[src/rtl/spi_flash_pkg.sv]
// Shared constants and FSM encoding for the boot SPI flash read controller.
// FLASH_FAST_READ_EN selects fast read (opcode 0x0B plus a dummy byte); default build is plain read.
package spi_flash_pkg;

    localparam int ADDR_W = 24;
    localparam int LEN_W  = 8;

    localparam logic [7:0] FLASH_OP_READ      = 8'h03;
    localparam logic [7:0] FLASH_OP_FAST_READ = 8'h0B;

`ifdef FLASH_FAST_READ_EN
    localparam logic [7:0] FLASH_OPCODE = FLASH_OP_FAST_READ;
`else
    localparam logic [7:0] FLASH_OPCODE = FLASH_OP_READ;
`endif

    typedef enum logic [2:0] {
        ST_IDLE,
        ST_CMD,
        ST_ADDR,
`ifdef FLASH_FAST_READ_EN
        ST_DUMMY,
`endif
        ST_DATA,
        ST_HOLD
    } state_t;

endpackage

[src/rtl/spi_flash_phy.sv]
// SPI mode-0 bit engine: SCK half-period pacing, MOSI shift-out on falling SCK, MISO shift-in on rising SCK.
// A rising edge that is due while stretch is high is held off, keeping SCK low until stretch drops.
module spi_flash_phy #(
    parameter int CLK_DIV = 2
) (
    input  logic        clk,
    input  logic        rst,
    input  logic        run,
    input  logic        stretch,
    input  logic        load,
    input  logic [31:0] tx_word,
    input  logic        miso,
    output logic        sck,
    output logic        mosi,
    output logic        due,
    output logic        rise,
    output logic [7:0]  rx_next
);

    localparam int CW = (CLK_DIV > 1) ? $clog2(CLK_DIV) : 1;
    localparam logic [CW-1:0] DIV_LAST = CW'(CLK_DIV - 1);

    logic [CW-1:0] cnt;
    logic [31:0]   tx_sr;
    logic [6:0]    rx_sr;
    logic          at_edge;
    logic          fall;

    assign at_edge = run && (cnt == DIV_LAST);
    assign due     = at_edge && !sck;
    assign rise    = due && !stretch;
    assign fall    = at_edge && sck;
    assign mosi    = tx_sr[31];
    assign rx_next = {rx_sr, miso};

    always_ff @(posedge clk) begin
        if (rst) begin
            cnt   <= '0;
            sck   <= 1'b0;
            tx_sr <= '0;
            rx_sr <= '0;
        end else begin
            if (!run) begin
                cnt <= '0;
                sck <= 1'b0;
            end else if (at_edge) begin
                if (sck || !stretch) begin
                    cnt <= '0;
                    sck <= !sck;
                end
            end else begin
                cnt <= cnt + CW'(1);
            end
            // Zeros trail the opcode/address, so MOSI rests low through dummy and data phases.
            if (load) begin
                tx_sr <= tx_word;
            end else if (fall) begin
                tx_sr <= {tx_sr[30:0], 1'b0};
            end
            if (rise) begin
                rx_sr <= rx_next[6:0];
            end
        end
    end

endmodule

[src/rtl/spi_flash_rd_ctrl.sv]
// Boot SPI flash read sequencer: opcode, 24-bit address, optional dummy byte (FLASH_FAST_READ_EN), data bytes out on valid/ready.
// First byte 2+(2*39+1)*CLK_DIV cycles after accept; a stalled consumer stretches SCK low before the next byte's last bit.
import spi_flash_pkg::*;

module spi_flash_rd_ctrl #(
    parameter int CLK_DIV = 2
) (
    input  logic              clk,
    input  logic              rst,
    input  logic              req_valid,
    output logic              req_ready,
    input  logic [ADDR_W-1:0] req_addr,
    input  logic [LEN_W-1:0]  req_len,
    output logic              rd_valid,
    input  logic              rd_ready,
    output logic [7:0]        rd_data,
    output logic              rd_last,
    output logic              busy,
    output logic              flash_ss,
    output logic              flash_sck,
    output logic              flash_mosi,
    input  logic              flash_miso
);

    localparam int HW = $clog2(2 * CLK_DIV);
    localparam logic [HW-1:0] HOLD_LAST = HW'(2 * CLK_DIV - 1);

    state_t           state;
    state_t           next_state;
    logic             run;
    logic             due;
    logic             rise;
    logic             stretch;
    logic             accept;
    logic             data_sample;
    logic [4:0]       bit_cnt;
    logic [LEN_W-1:0] byte_cnt;
    logic [LEN_W-1:0] len_q;
    logic             done_q;
    logic             pend;
    logic             last_pend;
    logic [HW-1:0]    hold_cnt;
    logic [7:0]       rx_next;

    assign accept      = req_valid && (state == ST_IDLE);
    assign data_sample = (state == ST_DATA) && rise && (bit_cnt[2:0] == 3'd7);
    // After the last sample, the trailing low half-period runs out before CS rises.
    assign stretch     = (state == ST_DATA) &&
                         (done_q || ((bit_cnt[2:0] == 3'd7) && rd_valid && !rd_ready));

    always_ff @(posedge clk) begin
        if (rst) begin
            state <= ST_IDLE;
        end else begin
            state <= next_state;
        end
    end

    always_comb begin
        next_state = state;
        case (state)
            ST_IDLE: if (req_valid) next_state = ST_CMD;
            ST_CMD:  if (rise && bit_cnt == 5'd7) next_state = ST_ADDR;
`ifdef FLASH_FAST_READ_EN
            ST_ADDR:  if (rise && bit_cnt == 5'd23) next_state = ST_DUMMY;
            ST_DUMMY: if (rise && bit_cnt == 5'd7) next_state = ST_DATA;
`else
            ST_ADDR:  if (rise && bit_cnt == 5'd23) next_state = ST_DATA;
`endif
            ST_DATA: if (done_q && due) next_state = ST_HOLD;
            ST_HOLD: if (hold_cnt == HOLD_LAST) next_state = ST_IDLE;
            default: next_state = ST_IDLE;
        endcase
    end

    always_comb begin
        req_ready = 1'b0;
        busy      = 1'b1;
        flash_ss  = 1'b0;
        run       = 1'b1;
        case (state)
            ST_IDLE: begin
                req_ready = 1'b1;
                busy      = 1'b0;
                flash_ss  = 1'b1;
                run       = 1'b0;
            end
            ST_HOLD: begin
                flash_ss = 1'b1;
                run      = 1'b0;
            end
            default: ;
        endcase
    end

    always_ff @(posedge clk) begin
        if (rst) begin
            bit_cnt   <= '0;
            byte_cnt  <= '0;
            len_q     <= '0;
            done_q    <= 1'b0;
            pend      <= 1'b0;
            last_pend <= 1'b0;
            hold_cnt  <= '0;
            rd_valid  <= 1'b0;
            rd_last   <= 1'b0;
            rd_data   <= '0;
        end else begin
            if (state != next_state) begin
                bit_cnt <= '0;
            end else if (rise) begin
                bit_cnt <= bit_cnt + 5'd1;
            end
            hold_cnt <= (state == ST_HOLD) ? hold_cnt + HW'(1) : '0;
            if (accept) begin
                len_q    <= req_len;
                byte_cnt <= '0;
                done_q   <= 1'b0;
            end
            pend <= data_sample;
            if (data_sample) begin
                rd_data   <= rx_next;
                last_pend <= (byte_cnt == len_q);
                done_q    <= (byte_cnt == len_q);
                byte_cnt  <= byte_cnt + 8'd1;
            end
            if (pend) begin
                rd_valid <= 1'b1;
                rd_last  <= last_pend;
            end else if (rd_valid && rd_ready) begin
                rd_valid <= 1'b0;
                rd_last  <= 1'b0;
            end
        end
    end

    spi_flash_phy #(
        .CLK_DIV (CLK_DIV)
    ) u_phy (
        .clk     (clk),
        .rst     (rst),
        .run     (run),
        .stretch (stretch),
        .load    (accept),
        .tx_word ({FLASH_OPCODE, req_addr}),
        .miso    (flash_miso),
        .sck     (flash_sck),
        .mosi    (flash_mosi),
        .due     (due),
        .rise    (rise),
        .rx_next (rx_next)
    );

endmodule

[config.mk]
export PLATFORM = sky130hd
export DESIGN_NAME = spi_flash_rd_ctrl
export DESIGN_NICKNAME = d
export VERILOG_FILES = /design/src/rtl/spi_flash_pkg.sv /design/src/rtl/spi_flash_phy.sv /design/src/rtl/spi_flash_rd_ctrl.sv
export SDC_FILE = /design/constraint.sdc
export NUM_CORES = 1
export LEC_CHECK = 0
export ABC_AREA = 1
export BUFFER_PORTS_ARGS = -buffer_cell sky130_fd_sc_hd__buf_4
export CAP_MARGIN = 0
export CORE_ASPECT_RATIO = 1.75
export CORE_MARGIN = 10
export CORE_UTILIZATION = 52
export CTS_CLUSTER_SIZE = 30
export DETAILED_ROUTE_END_ITERATION = 10
export PLACE_DENSITY = 0.69
export SLEW_MARGIN = 20
export SYNTH_ARGS = -nofsm -noshare
export SYNTH_HDL_FRONTEND = slang
export SYNTH_HIERARCHICAL = 1
export SYNTH_SLANG_ARGS = --single-unit
[constraint.sdc]
create_clock -name clk -period 7.09 [get_ports clk]
set_clock_uncertainty 0.15 [all_clocks]
set_input_delay 0.709 -clock clk [delete_from_list [all_inputs] [get_ports clk]]
set_output_delay 0.709 -clock clk [all_outputs]
set_load 0.02 [all_outputs]
==> implementation parameters <==
Parameter                              Value

Yosys
  Area share of the largest cell type after synthesis    42.8%
  Mean Syn Cell Area    slightly below 7 µm²
  Syn. warnings    6
  Netlist Area Pre-Place    0.00374 mm²
  Number of distinct standard cells referenced by the synthesized netlist    33
  Biggest area consumer among synthesized cells    dfxtp_1
  Gate Count Post-Synth    549
  FF+latch count, synth    80
  Main area contributors after synthesis    dfxtp_1 43%, nand2_1 17%, a21oi_1 7.1%
  Sequential fraction of the synthesis area    ~43%

Clock network
  Number of post-CTS setup repair buffers    0
  Number of sinks driven by the clock tree    80
  Root buf cell    clkbuf_16
  PostCTS Resize Cnt    0
  Maximum level of the CTS H-tree    3
  Hold buffers post-CTS    0
  Inserted Clock Buffers    9
  TritonCTS clock tree    built
  Clock slew at reported path FFs    approximately 0.060 ns
  Later-pin clock latency in the skew report    0.33 ns
  Buffers from clock root to sink, at most    2

Critical path
  Number of buffer and inverter stages on the critical path    3
  Critical Path Start Type    flop
  Dominant delay contributor by cell family on the critical path    simple AND/OR/NAND/NOR gates
  Critical-path cell list    inv_1, nand3_2, inv_1, inv_2, nand2_2, nor2_1, nor2_1
  Highest-delay cell along the critical path    inv_2
  Max stage delay on crit path    roughly 0.7 ns
  Critical path endpoint category    flop
  Critical path start-end classification    reg2reg
  Required time at the endpoint of the critical path    7.16 ns
  Critical path fanouts, max    64
  Endpoint arrival time on the critical path    2.96 ns

Floorplanning
  Die outline area    around 0.011 mm²
  Core Region    0.00696 mm²
  Die W    between 80 and 90 µm
  Initial core utilization    53.8%
  Floorplan die height    132 µm
  Number of core rows    40
  I/O pin cnt    52

STA
  RSZ-0062 raised after global routing    no
  Setup TNS    0 ns
  Final Hold Violating Endpoints    0
  Final worst path period need    2.89 ns
  Max-slew headroom    about 37%
  Tightest Pin Transition    0.948 ns
  Final setup viols    0
  Timing-limited maximum frequency    346 MHz
  Period utilization    around 41%
  Final max-slew violation count    0

Detailed routing
  Remaining antenna violation count    0
  First-pass iteration count of the detailed router    4
  Routed wire length per instance    12.5 µm
  Final routed wirelength across all metal layers    8510 µm
  DR vias/cell    5.14
  Total via count in the routed design    3496
  1st-iter DRT viols    147
  Remaining DRCs    0

Run
  Maximum Capacitance Violations    0

Status
  Status    finished clean

Finish
  Area overhead of the layout relative to synthesis    18.4%
  Proportion of layout cells with a drive suffix above 1    13.6%
  Count of antenna diodes in the layout    0
  Final Non-Filler Cells    680
  Number of nets in the finished design    632

Power and ir drop
  Total power divided by cell area    239 mW/mm²
  Max VDD drop    0.170 mV
  Leakage power total    1.95 nW

GRT
  Overall overflow remaining after global route    0
  Number of antenna violations at the first check in global routing    0
  Grt peak-use layer    met2
  Met3 Resource Use GR    around 3.2%
  Number of global-route vias before repair    3343
  Met1 routing resource usage after global routing    15.4%
  Maximum number of pins on one net before global-route repair    65
  Aggregate global-route resource usage    15.4%
  Wire length of the first global-routing pass    ~15000 µm
  Met2 GRT Util    ~28%

Place
  Number of buffers added on ports    51
  Gpl congestion    0.821
  DP Wirelength    5950 µm
  Post-Place Cells    664

Worst hold path
  Min-delay worst type    reg2reg
-- registers in the layout, summed over array words and instances (netlist names), 2 cells and up --
register     count
byte_cnt         8
len_q            8
u_phy/tx_sr     32
rd_data          8
state            3
u_phy/rx_sr      7
hold_cnt         2
bit_cnt          5
-- per-layer routing --
metal | share of wire, % | routed length, µm
met1 | 40 | 3370
met2 | 53 | 4540
met3 | 3.3 | 283
met4 | 3.8 | 320
met5 | 0 | 0
-- area by class of cell --
class | count | area, µm²
Timing Repair Buffer | 52 | 390
Inverter | 44 | 166
Tap cell | 84 | 105
Clock buffer | 14 | 284
Clock inverter | 2 | 35.0
Fill cell | 679 | 2520
Multi-Input combinational cell | 404 | 1850
Sequential cell | 80 | 1600
-- stage by stage --
stage / instance area [µm²] / total power, mW / util (%) / worst slack (ns) / hold WS, ns
after detailed placement: 4110 / 0.585 / 59.1 / 3.99 / 0.262
after global placement: 4110 / 0.582 / 59.1 / 4.02 / 0.256
final: 4430 / 1.06 / 63.7 / 4.20 / 0.266
after global routing: 4430 / 1.10 / 63.7 / 3.92 / 0.313
after floorplan: 3770 / 0.554 / - / 4.77 / 0.249
after CTS: 4430 / 1.07 / 63.7 / 4.20 / 0.270
-- placed cells by master (no fill, tap or decap), drive strengths merged, types with 3 or more instances in the layout --
| master | count |
|---|---|
| xor2 | 5 |
| clkinv | 3 |
| nand4 | 6 |
| nor2 | 65 |
| nand3 | 51 |
| o21ai | 21 |
| nor3 | 6 |
| dfxtp | 80 |
| clkbuf | 14 |
| buf | 52 |
| a21oi | 53 |
| nand2 | 176 |
| inv | 42 |
| conb | 8 |
| ha | 4 |
-- cells by family (layout without fill, tap and decap cells) --
family,Yosys count,after routing,synth area share [%]
adders and majority gates,4,4,1.34
AOI/OAI and AO/OA,78,78,10.6
muxes,2,2,0.535
other,2,8,0.201
buffers and inverters,71,112,8.42
and+or+nand+nor,305,305,34.5
xor gates and xnor gates,7,7,1.64
DFF,80,80,42.8
-- synthesized netlist by cell type (all sizes together) --
master    n
a21oi    53
a31oi     2
buf      17
clkbuf   10
clkinv    2
conb      2
dfxtp    80
ha        4
inv      42
mux2i     2
nand2   176
nand3    51
nand3b    1
nand4     6
nor2     65
nor3      6
o21ai    21
o31ai     2
xnor2     2
xor2      5
-- final timing paths --
kind                                        startpoint                           to  cells past startpoint  slack [ns]
worst max-delay path               state[2]$_SDFF_PP0_  u_phy/tx_sr[8]$_SDFFE_PP0P_                      7        4.20
worst min-delay path            hold_cnt[0]$_SDFF_PP0_       hold_cnt[0]$_SDFF_PP0_                      1        0.27
worst max register to register     state[2]$_SDFF_PP0_  u_phy/tx_sr[8]$_SDFFE_PP0P_                      7        4.20
worst min register to register  hold_cnt[0]$_SDFF_PP0_       hold_cnt[0]$_SDFF_PP0_                      1        0.27
-- power by group --
group	leakage, nW	switching, mW	internal [mW]	total [mW]
registers	0.649	0.00846	0.465	0.473
clock network	0.159	0.175	0.311	0.485
logic	1.14	0.0620	0.0391	0.101
Power figures use the tool's default switching activity.
